<file path="src/rtl/dac_wave_gen_if.sv">
// DAC waveform generator bus: trigger/control inputs, limits and DAC code outputs.
// master drives enable/trigger/restart/mode/step/min_val/max_val; slave returns dac_val/dir/wrap/done/cfg_err.
interface dac_wave_gen_if #(
    parameter int PRECISION = 12
);
    logic                 enable;
    logic                 trigger;
    logic                 restart;
    logic [1:0]           mode;
    logic [PRECISION-1:0] step;
    logic [PRECISION-1:0] min_val;
    logic [PRECISION-1:0] max_val;
    logic [PRECISION-1:0] dac_val;
    logic                 dir;
    logic                 wrap;
    logic                 done;
    logic                 cfg_err;

    modport master (
        output enable, trigger, restart, mode, step, min_val, max_val,
        input  dac_val, dir, wrap, done, cfg_err
    );

    modport slave (
        input  enable, trigger, restart, mode, step, min_val, max_val,
        output dac_val, dir, wrap, done, cfg_err
    );
endinterface

</file>
<file path="src/rtl/dac_wave_gen.sv">
// DAC code generator: saw up/down, triangle and single-shot ramps, one step per trigger edge.
// Ports: clk, reset (async, active-high), bus (slave modport of dac_wave_gen_if).
module dac_wave_gen #(
    parameter int PRECISION = 12
) (
    input logic           clk,
    input logic           reset,
    dac_wave_gen_if.slave bus
);
    localparam int W = PRECISION + 1;

    typedef enum logic [1:0] {
        M_UP  = 2'b00,
        M_DN  = 2'b01,
        M_TRI = 2'b10,
        M_ONE = 2'b11
    } mode_e;

    mode_e mode_w;

    logic s1_q, s2_q, s3_q;
    logic evt, qual;

    logic [PRECISION-1:0] dac_q, dac_d;
    logic dir_q, dir_d;
    logic wrap_q, wrap_d;
    logic done_q, done_d;

    logic [W-1:0] sum, diff, min_x, max_x;
    logic         under;
    logic [PRECISION-1:0] start_val;
    logic         start_dir;
    logic         out_of_range;

    assign mode_w = mode_e'(bus.mode);

    assign bus.cfg_err = (bus.min_val > bus.max_val);

    // Rising edge seen on the 2nd/3rd synchroniser stages
    assign evt  = s2_q & ~s3_q;
    assign qual = evt & bus.enable & ~bus.cfg_err & ~bus.restart;

    assign min_x = {1'b0, bus.min_val};
    assign max_x = {1'b0, bus.max_val};
    assign sum   = {1'b0, dac_q} + {1'b0, bus.step};
    assign diff  = {1'b0, dac_q} - {1'b0, bus.step};
    // Borrow out of the extended subtraction means step > dac_q
    assign under = diff[PRECISION];

    assign start_dir    = (mode_w != M_DN);
    assign start_val    = start_dir ? bus.min_val : bus.max_val;
    assign out_of_range = (dac_q < bus.min_val) || (dac_q > bus.max_val);

    always_comb begin
        dac_d  = dac_q;
        dir_d  = dir_q;
        wrap_d = 1'b0;
        done_d = done_q;
        if (bus.restart) begin
            dac_d  = start_val;
            dir_d  = start_dir;
            done_d = 1'b0;
        end else if (qual) begin
            if (out_of_range) begin
                dac_d = start_val;
                dir_d = start_dir;
            end else begin
                case (mode_w)
                    M_UP: begin
                        dir_d = 1'b1;
                        if (sum > max_x) begin
                            dac_d  = bus.min_val;
                            wrap_d = 1'b1;
                        end else begin
                            dac_d = sum[PRECISION-1:0];
                        end
                    end
                    M_DN: begin
                        dir_d = 1'b0;
                        if (under || (diff < min_x)) begin
                            dac_d  = bus.max_val;
                            wrap_d = 1'b1;
                        end else begin
                            dac_d = diff[PRECISION-1:0];
                        end
                    end
                    M_TRI: begin
                        // step=0 must not flip direction at a limit
                        if (bus.step != '0) begin
                            if (dir_q) begin
                                if (sum >= max_x) begin
                                    dac_d = bus.max_val;
                                    dir_d = 1'b0;
                                end else begin
                                    dac_d = sum[PRECISION-1:0];
                                end
                            end else begin
                                if (under || (diff <= min_x)) begin
                                    dac_d  = bus.min_val;
                                    dir_d  = 1'b1;
                                    wrap_d = 1'b1;
                                end else begin
                                    dac_d = diff[PRECISION-1:0];
                                end
                            end
                        end
                    end
                    M_ONE: begin
                        dir_d = 1'b1;
                        if (!done_q) begin
                            if (sum >= max_x) begin
                                dac_d  = bus.max_val;
                                done_d = 1'b1;
                            end else begin
                                dac_d = sum[PRECISION-1:0];
                            end
                        end
                    end
                    default: ;
                endcase
            end
        end
    end

    always_ff @(posedge clk or posedge reset) begin
        if (reset) begin
            s1_q   <= 1'b0;
            s2_q   <= 1'b0;
            s3_q   <= 1'b0;
            dac_q  <= '0;
            dir_q  <= 1'b1;
            wrap_q <= 1'b0;
            done_q <= 1'b0;
        end else begin
            s1_q   <= bus.trigger;
            s2_q   <= s1_q;
            s3_q   <= s2_q;
            dac_q  <= dac_d;
            dir_q  <= dir_d;
            wrap_q <= wrap_d;
            done_q <= done_d;
        end
    end

    assign bus.dac_val = dac_q;
    assign bus.dir     = dir_q;
    assign bus.wrap    = wrap_q;
    assign bus.done    = done_q;
endmodule

</file>
<file path="src/flat_wrapper.sv">
// flat-port wrapper written by rule: the top's interface ports become plain ports
module dac_wave_gen_flat 
#(
    parameter int PRECISION = 12
)
  (clk, reset, bus_enable, bus_trigger, bus_restart, bus_mode, bus_step, bus_min_val, bus_max_val, bus_dac_val, bus_dir, bus_wrap, bus_done, bus_cfg_err);
  dac_wave_gen_if #(.PRECISION(PRECISION)) bus_i ();
  input logic clk;
  input logic reset;
  input wire logic [$bits(bus_i.enable)-1:0] bus_enable;
  input wire logic [$bits(bus_i.trigger)-1:0] bus_trigger;
  input wire logic [$bits(bus_i.restart)-1:0] bus_restart;
  input wire logic [$bits(bus_i.mode)-1:0] bus_mode;
  input wire logic [$bits(bus_i.step)-1:0] bus_step;
  input wire logic [$bits(bus_i.min_val)-1:0] bus_min_val;
  input wire logic [$bits(bus_i.max_val)-1:0] bus_max_val;
  output wire logic [$bits(bus_i.dac_val)-1:0] bus_dac_val;
  output wire logic [$bits(bus_i.dir)-1:0] bus_dir;
  output wire logic [$bits(bus_i.wrap)-1:0] bus_wrap;
  output wire logic [$bits(bus_i.done)-1:0] bus_done;
  output wire logic [$bits(bus_i.cfg_err)-1:0] bus_cfg_err;
  assign bus_i.enable = bus_enable;
  assign bus_i.trigger = bus_trigger;
  assign bus_i.restart = bus_restart;
  assign bus_i.mode = bus_mode;
  assign bus_i.step = bus_step;
  assign bus_i.min_val = bus_min_val;
  assign bus_i.max_val = bus_max_val;
  assign bus_dac_val = bus_i.dac_val;
  assign bus_dir = bus_i.dir;
  assign bus_wrap = bus_i.wrap;
  assign bus_done = bus_i.done;
  assign bus_cfg_err = bus_i.cfg_err;
  dac_wave_gen #(.PRECISION(PRECISION)) u_core (.clk(clk), .reset(reset), .bus(bus_i));
endmodule
</file>
<file path="config.mk">
export PLATFORM = sky130hd
export DESIGN_NAME = dac_wave_gen_flat
export DESIGN_NICKNAME = d
export VERILOG_FILES = /design/src/rtl/dac_wave_gen_if.sv /design/src/rtl/dac_wave_gen.sv /design/src/flat_wrapper.sv
export SDC_FILE = /design/constraint.sdc
export NUM_CORES = 1
export LEC_CHECK = 0
export CORE_AREA = 3 3 90 92
export DETAILED_ROUTE_END_ITERATION = 8
export DIE_AREA = 0 0 93 95
export GPL_TIMING_DRIVEN = 0
export PLACE_DENSITY = 0.92
export SLEW_MARGIN = 10
export SYNTH_ARGS = -nofsm -noshare
export SYNTH_HDL_FRONTEND = slang
export SYNTH_SLANG_ARGS = --single-unit
export TNS_END_PERCENT = 50
</file>
<file path="constraint.sdc">
create_clock -name clk -period 10 [get_ports clk]
set_input_delay 1 -clock clk [delete_from_list [all_inputs] [get_ports clk]]
set_output_delay 1 -clock clk [all_outputs]
set_load 0.005 [all_outputs]
</file>
==> flow_summary.ini, run 1 <==
[cts]
clk_pin_slew_ns = 0.08
clkSinkCount = 18
cts_resized = 0
clockBufferDepth = 2
htree_levels = 1
cts-root-buf = clkbuf_8
cts_setup_buffers = 0
cts_hold_buf = 0
cts_tree = yes
cts_buffers = 3
worstSkewPairLatency_ns = 0.27

[detailed_routing]
postRouteAntennaNets = 0
drc = 0
via_per_inst = 6.856
vias = 5135
dr.pass1.iters = 6
drt_wl_total_um = 16190
wl_per_cell_um = 21.61
dr.first_iter.drc_count = 723

[hold_path]
hp-class = flop to flop

[power]
power.total_uw = 938.4
swShare_pct = 55.42
clockPowerShare_pct = 7.1
p_comb_share_pct = 81.0
internal-power_uw = 418.3
leakagePower_nw = 2.430
peakVddDrop_uv = 97.88
p_sw_uw = 520.1
powerDensity_nw_per_um2 = 177.4
p_seq_share_pct = 12.0

[sta]
max_freq_mhz = 155.4
setup_tns_ns = 0
skew_ns = 0.004151
hold_violations = 0
slew_viol_final = 0
hold_slack_ns = 0.3535
final-setup-viol-count = 0
timing.final.crit_share_pct = 64.37
tightestPinTransition_ns = 0.8944
slew_headroom_pct = 39.62
min_period_ns = 6.437
timing.final.ws_setup_ns = 3.563
rsz0062_at_grt = no

[synth]
syn_nets = 721
ys.flop_type = dfrtp_1
synth_common_cells = 88 x ha_1, 67 x a21oi_1, 54 x inv_1
yosys.area.top_type_share_pct = 24.31
synth-edff-count = 0
ys_seq_elements = 18
synth_area_leaders = ha_1 24%, dfrtp_1 9.4%, a21oi_1 7.4%
synthCells = 588
synth-seq-area-share_pct = 9.972
async_flop_share_pct = 100.0
synth_most_common_cell = ha_1
yosys_warnings = 0
synth_cell_types = 69
yosys.area.top_type = ha_1
syn_area_um2 = 4529
postSynthAreaPerCell_um2 = 7.703

[global_route]
grt-ovfl-total = 0
grt_antenna_before_repair = 0
grt_max_degree = 19
grt_usage_pct = 36.55
grt_pass1_vias = 4849
grt_pass1_wl_um = 25180

[setup_path]
worstPathArrival_ns = 6.54
worstSetupPathType = input pin to flop
cp-end-kind = flop
cp_max_fo = 10
required_ns = 10.11
startpoint_type = input pin

[die]
core_area_um2 = 7292
start_util_pct = 62.11
fp.dieH_um = 95
fp-row-count = 31
die_area_um2 = 8835
boundaryPins = 59
die_x_um = 93

[finish]
fin_area_um2 = 5289
antenna_cells = 0
area_growth_pct = 16.77
final_nets = 784
drive_gt1_share_pct = 4.615
postLayoutCoreUtil_pct = 72.53
instances_no_fill = 749

[place]
port_buffers = 58
place_hpwl_um = 12790
place_inst = 745
place.gp.congestion = 1.038
placed_cell_area_um2 = 5234
dp_slack_ns = 3.452

[outcome]
status = finished, final reports clean

[job]
maxCapViolations = 0
final cells by class:
cell class	count	area, um2
multi-input cells	491	3759
fillers	623	2003
repair buffers	58	580.6
flip-flops and latches	18	451.7
inverters	55	206.4
well taps	99	123.9
plain buffers	24	112.6
clock buffers	4	55.05
state kept, by name, indices dropped and copies added (netlist names):
| register | count |
|---|---|
| u_core.bus.dac_val | 12 |
| u_core.bus.dir | 1 |
| u_core.bus.done | 1 |
| u_core.bus.wrap | 1 |
| u_core.s1_q | 1 |
| u_core.s2_q | 1 |
| u_core.s3_q | 1 |
power groups by stage:
stage / combinational, mW / clock, mW / sequential [mW]
2_1_floorplan: 0.516 / 0 / 0.104
4_1_cts: 0.730 / 0.0655 / 0.112
5_1_grt: 0.816 / 0.0671 / 0.114
3_5_place_dp: 0.726 / 0 / 0.113
3_3_place_gp: 0.696 / 0 / 0.113
6_report: 0.760 / 0.0664 / 0.112
per-layer routing:
metal	vias to the layer above	track usage, %	share of wire, %
li1	2316	-	-
met1	2371	47.17	40
met2	363	58.55	44
met3	85	6.932	11
met4	0	17.83	4.6
met5	-	0	0
critical path, cell delays in order:
cell,delay [ns]
clkdlybuf4s50_1,0.55
ha_1,0.20
inv_1,0.07
fa_1,0.40
a21oi_1,0.20
nor2_1,0.10
nor3_1,0.44
nor2_1,0.14
o311ai_0,0.81
ha_1,0.39
and3_1,0.20
a221oi_1,0.50
a21oi_1,0.28
nand2_1,0.42
nor2_1,0.09
a211o_1,0.28
a221oi_1,0.36
a221oi_1,0.10
path summary, 6_finish.rpt:
| check | from | to | slack, ns | cells past startpoint |
|---|---|---|---|---|
| max | bus_step[0] | u_core.bus.dac_val[0] | 3.56 | 18 |
| min | u_core.s1_q | u_core.s2_q | 0.35 | 0 |
| max reg2reg | u_core.bus.dac_val[0] | u_core.bus.dac_val[0] | 4.32 | 18 |
| min reg2reg | u_core.s1_q | u_core.s2_q | 0.35 | 0 |
| max in group asynchronous | reset | u_core.bus.dac_val[5] | 8.30 | 2 |
| min in group asynchronous | reset | u_core.bus.wrap | 1.19 | 2 |
cells in the final DEF, fill, tap and decap left out, drive strengths merged, types with 7 or more instances in the layout:
master and count:
ha 88, a21oi 67, clkdlybuf4s50 58, inv 54
nor2 41, nand2 32, mux2i 32, o21ai 25
clkbuf 19, dfrtp 17, nor2b 16, a211oi 15
nor3 15, o21a 11, nand2b 11, o211ai 9
buf 9, nand3 8, a21o 8, nand4 8
xnor2 8, xor2 7, a2111oi 7
logic make-up after synthesis:
kind of cell,Yosys count,share of synthesized area [%]
compound gates,196,29.56
xor+xnor,15,2.901
fa+ha+maj,90,25.19
buf+inv,79,7.044
flops,18,9.973
mux,34,7.569
simple gates,156,17.76
Note: power is estimated with default switching activity, not from simulation.
==> run 2, diff against run 1 <==
--- a/config.mk
+++ b/config.mk
@@ -5,11 +5,11 @@
 export SDC_FILE = /design/constraint.sdc
 export NUM_CORES = 1
 export LEC_CHECK = 0
-export CORE_AREA = 3 3 90 92
+export CORE_AREA = 3 3 98 100
 export DETAILED_ROUTE_END_ITERATION = 8
-export DIE_AREA = 0 0 93 95
+export DIE_AREA = 0 0 101 103
 export GPL_TIMING_DRIVEN = 0
-export PLACE_DENSITY = 0.92
+export PLACE_DENSITY = 0.83
 export SLEW_MARGIN = 10
 export SYNTH_ARGS = -nofsm -noshare
 export SYNTH_HDL_FRONTEND = slang
==> constraint.sdc (replaced) <==
create_clock -name clk -period 5.35 [get_ports clk]
set_input_delay 0.535 -clock clk [delete_from_list [all_inputs] [get_ports clk]]
set_output_delay 0.535 -clock clk [all_outputs]
set_load 0.005 [all_outputs]
==> flow_summary.ini, run 2 (synthesis results as in run 1) <==
[place]
place_inst = 754
port_buffers = 58
place_hpwl_um = 13060
place.gp.congestion = 0.9978

[cts]
clk_pin_slew_ns = 0.10
cts_tree = yes
htree_levels = 1
clkSinkCount = 18
clockBufferDepth = 2
cts_buffers = 3
cts-root-buf = clkbuf_8
cts_setup_buffers = 0
worstSkewPairLatency_ns = 0.28

[die]
boundaryPins = 59
die_x_um = 101
start_util_pct = 51.68
fp-row-count = 34
die_area_um2 = 10400
fp.dieH_um = 103
core_area_um2 = 8763

[finish]
largest_register_ffs = 12
antenna_cells = 0
drive_gt1_share_pct = 6.000
most-common-layout-cells = 88 x ha_1, 66 x a21oi_1, 58 x clkdlybuf4s50_1
postLayoutCoreUtil_pct = 60.95
layout_commonest_cell = ha_1
instances_no_fill = 758
area_growth_pct = 17.93
final_nets = 784

[detailed_routing]
wl_per_cell_um = 21.64
dr.pass1.iters = 5
dr.first_iter.drc_count = 586
via_per_inst = 6.520
drt_wl_total_um = 16400
vias = 4942
drc = 0
postRouteAntennaNets = 0

[setup_path]
slowest_delay_ns = 0.49
cp_max_fo = 7
worstPathArrival_ns = 5.24
startpoint_type = input pin
path_common_cell = a21oi_1
worstSetupPathType = input pin to flop
required_ns = 5.50
crit_slowest_cell = clkdlybuf4s50_1
crit_chain = clkdlybuf4s50_1 -> ha_1 -> fa_1 -> nor2b_1 -> o221a_2 -> nand2b_1 -> a21oi_1 -> xor2_1 -> ha_1 -> a21oi_1 -> o21ai_0 -> a21oi_1 -> nand2_1 -> nor3_4 -> mux2i_1 -> nor3_1 -> a2111oi_0 -> a21oi_1
cp-end-kind = flop

[sta]
rsz0062_at_grt = yes
slew_headroom_pct = 36.11
slew_viol_final = 0
timing.final.crit_share_pct = 95.19
min_period_ns = 5.093
skew_ns = 0.01327
max_freq_mhz = 196.4
hold_violations = 0
hold_slack_ns = 0.3592
setup_tns_ns = 0
final-setup-viol-count = 0
tightestPinTransition_ns = 0.9480

[job]
maxCapViolations = 0

[power]
leakagePower_nw = 2.441
p_sw_uw = 979.5
p_seq_share_pct = 11.8
swShare_pct = 55.19
powerDensity_nw_per_um2 = 332.2
p_comb_share_pct = 80.9
power.total_mw = 1.775
clockPowerShare_pct = 7.3
peakVddDrop_uv = 189.6
internal-power_uw = 795.1

[global_route]
grt_pass1_wl_um = 25690
grt_max_degree = 19
grt-ovfl-total = 0
grt_pass1_vias = 4788
grt_antenna_before_repair = 0
grt_usage_pct = 31.81

[outcome]
status = finished, final reports clean

[hold_path]
hp-class = flop to flop
## run 2: path summary, 6_finish.rpt
| kind | start | end | slack, ns | cells past startpoint |
|---|---|---|---|---|
| setup / recovery | bus_step[0] | u_core.bus.dac_val[11] | 0.26 | 18 |
| hold / removal | u_core.s1_q | u_core.s2_q | 0.36 | 0 |
| setup reg to reg | u_core.bus.dac_val[0] | u_core.bus.dac_val[11] | 0.55 | 17 |
| hold reg to reg | u_core.s1_q | u_core.s2_q | 0.36 | 0 |
| max in group asynchronous | reset | u_core.bus.dac_val[5] | 4.08 | 2 |
| min in group asynchronous | reset | u_core.bus.wrap | 0.73 | 2 |
## run 2: timing repair
action | in CTS | in global routing
resized for setup | 4 | 7
hold buffers | 0 | 0
setup endpoints to repair | 14 | 14
## run 2: area by class of cell
type	count	area (um2)
buffer	24	113.9
clock buffer	4	55.05
fill	815	3422
inverter	55	206.4
multi-input combinational	491	3799
sequential	18	451.7
tap	108	135.1
timing repair buffer	58	580.6
## run 2: metal layers
layer  part of all wire (%)  wire (um)  GRT usage, %  vias to the layer above
li1                       -          -             -                     2312
met1                     42       6961         43.66                     2256
met2                     45       7320         50.94                      316
met3                    8.9       1454         4.330                       58
met4                    4.1        665         11.76                        0
met5                      0          0             0                        -
## run 2: worst max-delay path, delay by kind of cell
kind / cells / cell delay [ns]
adder cells (fa/ha/maj): 3 / 0.98
multiplexers: 1 / 0.39
AND/OR/NAND/NOR: 5 / 1.03
buffers and inverters: 1 / 0.49
XOR/XNOR: 1 / 0.31
AO/OA/AOI/OAI: 7 / 1.52
## run 2: power by group through the flow
| stage | Combinational, mW | Clock, mW | Sequential, mW |
|---|---|---|---|
| after floorplan | 0.964 | 0 | 0.194 |
| after global placement | 1.31 | 0 | 0.212 |
| after detailed placement | 1.36 | 0 | 0.213 |
| after CTS | 1.38 | 0.128 | 0.210 |
| after global routing | 1.57 | 0.135 | 0.215 |
| final | 1.44 | 0.129 | 0.210 |
## run 2: metrics by stage
stage                     area (um2)  setup WS (ns)
after floorplan                 4529          1.128
after global routing            5341        -0.1144
after CTS                       5313        0.08535
final                           5341         0.2574
after global placement          5245        -0.6532
after detailed placement        5245        -0.6254
==> run 3, diff against run 2 <==
--- a/config.mk
+++ b/config.mk
@@ -5,9 +5,9 @@
 export SDC_FILE = /design/constraint.sdc
 export NUM_CORES = 1
 export LEC_CHECK = 0
-export CORE_AREA = 3 3 98 100
+export CORE_AREA = 3 3 125 79
 export DETAILED_ROUTE_END_ITERATION = 8
-export DIE_AREA = 0 0 101 103
+export DIE_AREA = 0 0 128 82
 export GPL_TIMING_DRIVEN = 0
 export PLACE_DENSITY = 0.83
 export SLEW_MARGIN = 10
==> flow_summary.ini, run 3 (synthesis results as in run 1) <==
[setup_path]
required_ns = 5.45
path_delay_family = compound AO/OA/AOI/OAI gates
slowest_delay_ns = 0.49
path_common_cell = a21oi_1
cp_max_fo = 10
crit_slowest_cell = clkdlybuf4s50_1
cp-end-kind = flop
cp.buffers_inverters = 2
startpoint_type = input pin
rr_worst_depth = 17
worstPathArrival_ns = 5.21
crit_chain = clkdlybuf4s50_1 -> ha_1 -> fa_1 -> nor2b_1 -> o221a_2 -> nand2b_1 -> a21oi_1 -> xor2_1 -> ha_1 -> a21oi_1 -> o21ai_0 -> a21oi_1 -> nand2_1 -> nor3_4 -> buf_6 -> mux2i_1 -> o221ai_1 -> a21oi_1 -> a211oi_1
reg2reg_from = u_core.bus.dac_val[0]
regToRegSetupSlack_ns = 0.50
worstSetupPathType = input pin to flop
reg2reg_to = u_core.bus.wrap

[die]
start_util_pct = 50.79
fp.dieH_um = 82
core_area_um2 = 8919
fp-row-count = 27
boundaryPins = 59
die_area_um2 = 10500
die_x_um = 128

[sta]
slew_headroom_pct = 30.80
max_freq_mhz = 195.8
final-setup-viol-count = 0
tightestPinTransition_ns = 1.027
timing.final.crit_share_pct = 95.47
skew_ns = 0.009042
min_period_ns = 5.108
hold_violations = 0
rsz0062_at_grt = yes
slew_viol_final = 0

[power]
internal-power_uw = 837.1
p_comb_share_pct = 78.4
p_sw_uw = 992.3
peakVddDrop_uv = 184.9
powerDensity_nw_per_um2 = 340.9
swShare_pct = 54.24
p_seq_share_pct = 11.8
leakagePower_nw = 2.451
clockPowerShare_pct = 9.9

[cts]
worstSkewPairLatency_ns = 0.26
clk_pin_slew_ns = 0.07
cts_buffers = 3
cts_tree = yes
clockBufferDepth = 2
clkSinkCount = 18
htree_levels = 1
cts_setup_buffers = 0
cts-root-buf = clkbuf_16
cts_hold_buf = 0

[global_route]
grt_pass1_vias = 4768
grt_antenna_before_repair = 0
grt_usage_pct = 30.95
grt-ovfl-total = 0
grt_max_degree = 19
grt_pass1_wl_um = 25100

[detailed_routing]
dr.first_iter.drc_count = 791
postRouteAntennaNets = 0
dr.pass1.iters = 6
drt_wl_total_um = 16540
wl_per_cell_um = 21.59
drc = 0
vias = 5018
via_per_inst = 6.551

[place]
place.gp.congestion = 1.126
place_inst = 762
port_buffers = 58
place_hpwl_um = 13460

[finish]
area_growth_pct = 18.48
instances_no_fill = 766
most-common-layout-cells = 88 x ha_1, 66 x a21oi_1, 58 x clkdlybuf4s50_1
postLayoutCoreUtil_pct = 60.17
final_nets = 784
largest_register_ffs = 12
layout_commonest_cell = ha_1
drive_gt1_share_pct = 5.385
antenna_cells = 0

[outcome]
status = finished, final reports clean

[hold_path]
hp-start = u_core.s1_q
hp-class = flop to flop
hold_depth = 0
holdPathEnd = u_core.s2_q

[job]
maxCapViolations = 0
## run 3: worst max path at each step
stage	from	end	slack [ns]	depth (start not counted)
after CTS	bus_step[0]	u_core.bus.dac_val[0]	0.07	18
after global placement	bus_step[0]	u_core.bus.wrap	-0.63	17
after global routing	bus_step[0]	u_core.bus.dac_val[11]	-0.02	18
after floorplan	bus_step[0]	u_core.bus.dac_val[0]	1.13	17
final	bus_step[0]	u_core.bus.dac_val[4]	0.24	19
after detailed placement	bus_step[0]	u_core.bus.dac_val[0]	-0.65	18
## run 3: cell type report
type	count	area (um2)
multi-input cells	491	3781
fillers	831	3552
repair buffers	58	580.6
flip-flops and latches	18	451.7
inverters	55	206.4
well taps	116	145.1
plain buffers	24	112.6
clock buffers	4	88.84
## run 3: timing repair
| item | 4_1_cts | 5_1_grt |
|---|---|---|
| setup endpoints to repair | 14 | 12 |
| cloned | 0 | 0 |
| gates resized for setup | 2 | 5 |
## run 3: power by group through the flow
| stage | Clock, mW | Combinational [mW] | Sequential [mW] |
|---|---|---|---|
| after global routing | 0.185 | 1.56 | 0.221 |
| after floorplan | 0 | 0.964 | 0.194 |
| after CTS | 0.180 | 1.38 | 0.214 |
| final | 0.180 | 1.43 | 0.216 |
| after global placement | 0 | 1.33 | 0.217 |
| after detailed placement | 0 | 1.37 | 0.216 |
## run 3: per-layer routing
metal | vias to the layer above | GRT usage, % | share of wire [%]
met3 | 43 | 5.978 | 13
met1 | 2329 | 44.62 | 43
met5 | - | 0 | 0
li1 | 2330 | - | -
met4 | 0 | 7.945 | 2.7
met2 | 316 | 47.18 | 41
## run 3: metrics by stage
stage | area (um2) | setup WS, ns | power, mW | hold WS (ns) | setup TNS, ns
after floorplan | 4529 | 1.128 | 1.159 | 0.3312 | 0
after global placement | 5255 | -0.6272 | 1.547 | 0.3368 | -6.418
after detailed placement | 5255 | -0.6542 | 1.586 | 0.3347 | -7.023
after CTS | 5351 | 0.07255 | 1.777 | 0.3484 | 0
after global routing | 5366 | -0.02318 | 1.966 | 0.3677 | -0.02800
final | 5366 | 0.2424 | 1.829 | 0.3481 | 0
## run 3: worst reg2reg max path, cell delays in order (launching register included)
cell and delay [ns]:
dfrtp_1 0.47, inv_1 0.15, ha_1 0.19, inv_1 0.06, fa_1 0.40, a21oi_1 0.18
nor2_1 0.10, nor3_2 0.29, nor2_1 0.12, o311ai_2 0.47, ha_1 0.33, and3_1 0.18
a221oi_1 0.44, nand2_1 0.13, nand2_2 0.24, buf_2 0.34, a22oi_1 0.15, a2111oi_1 0.48
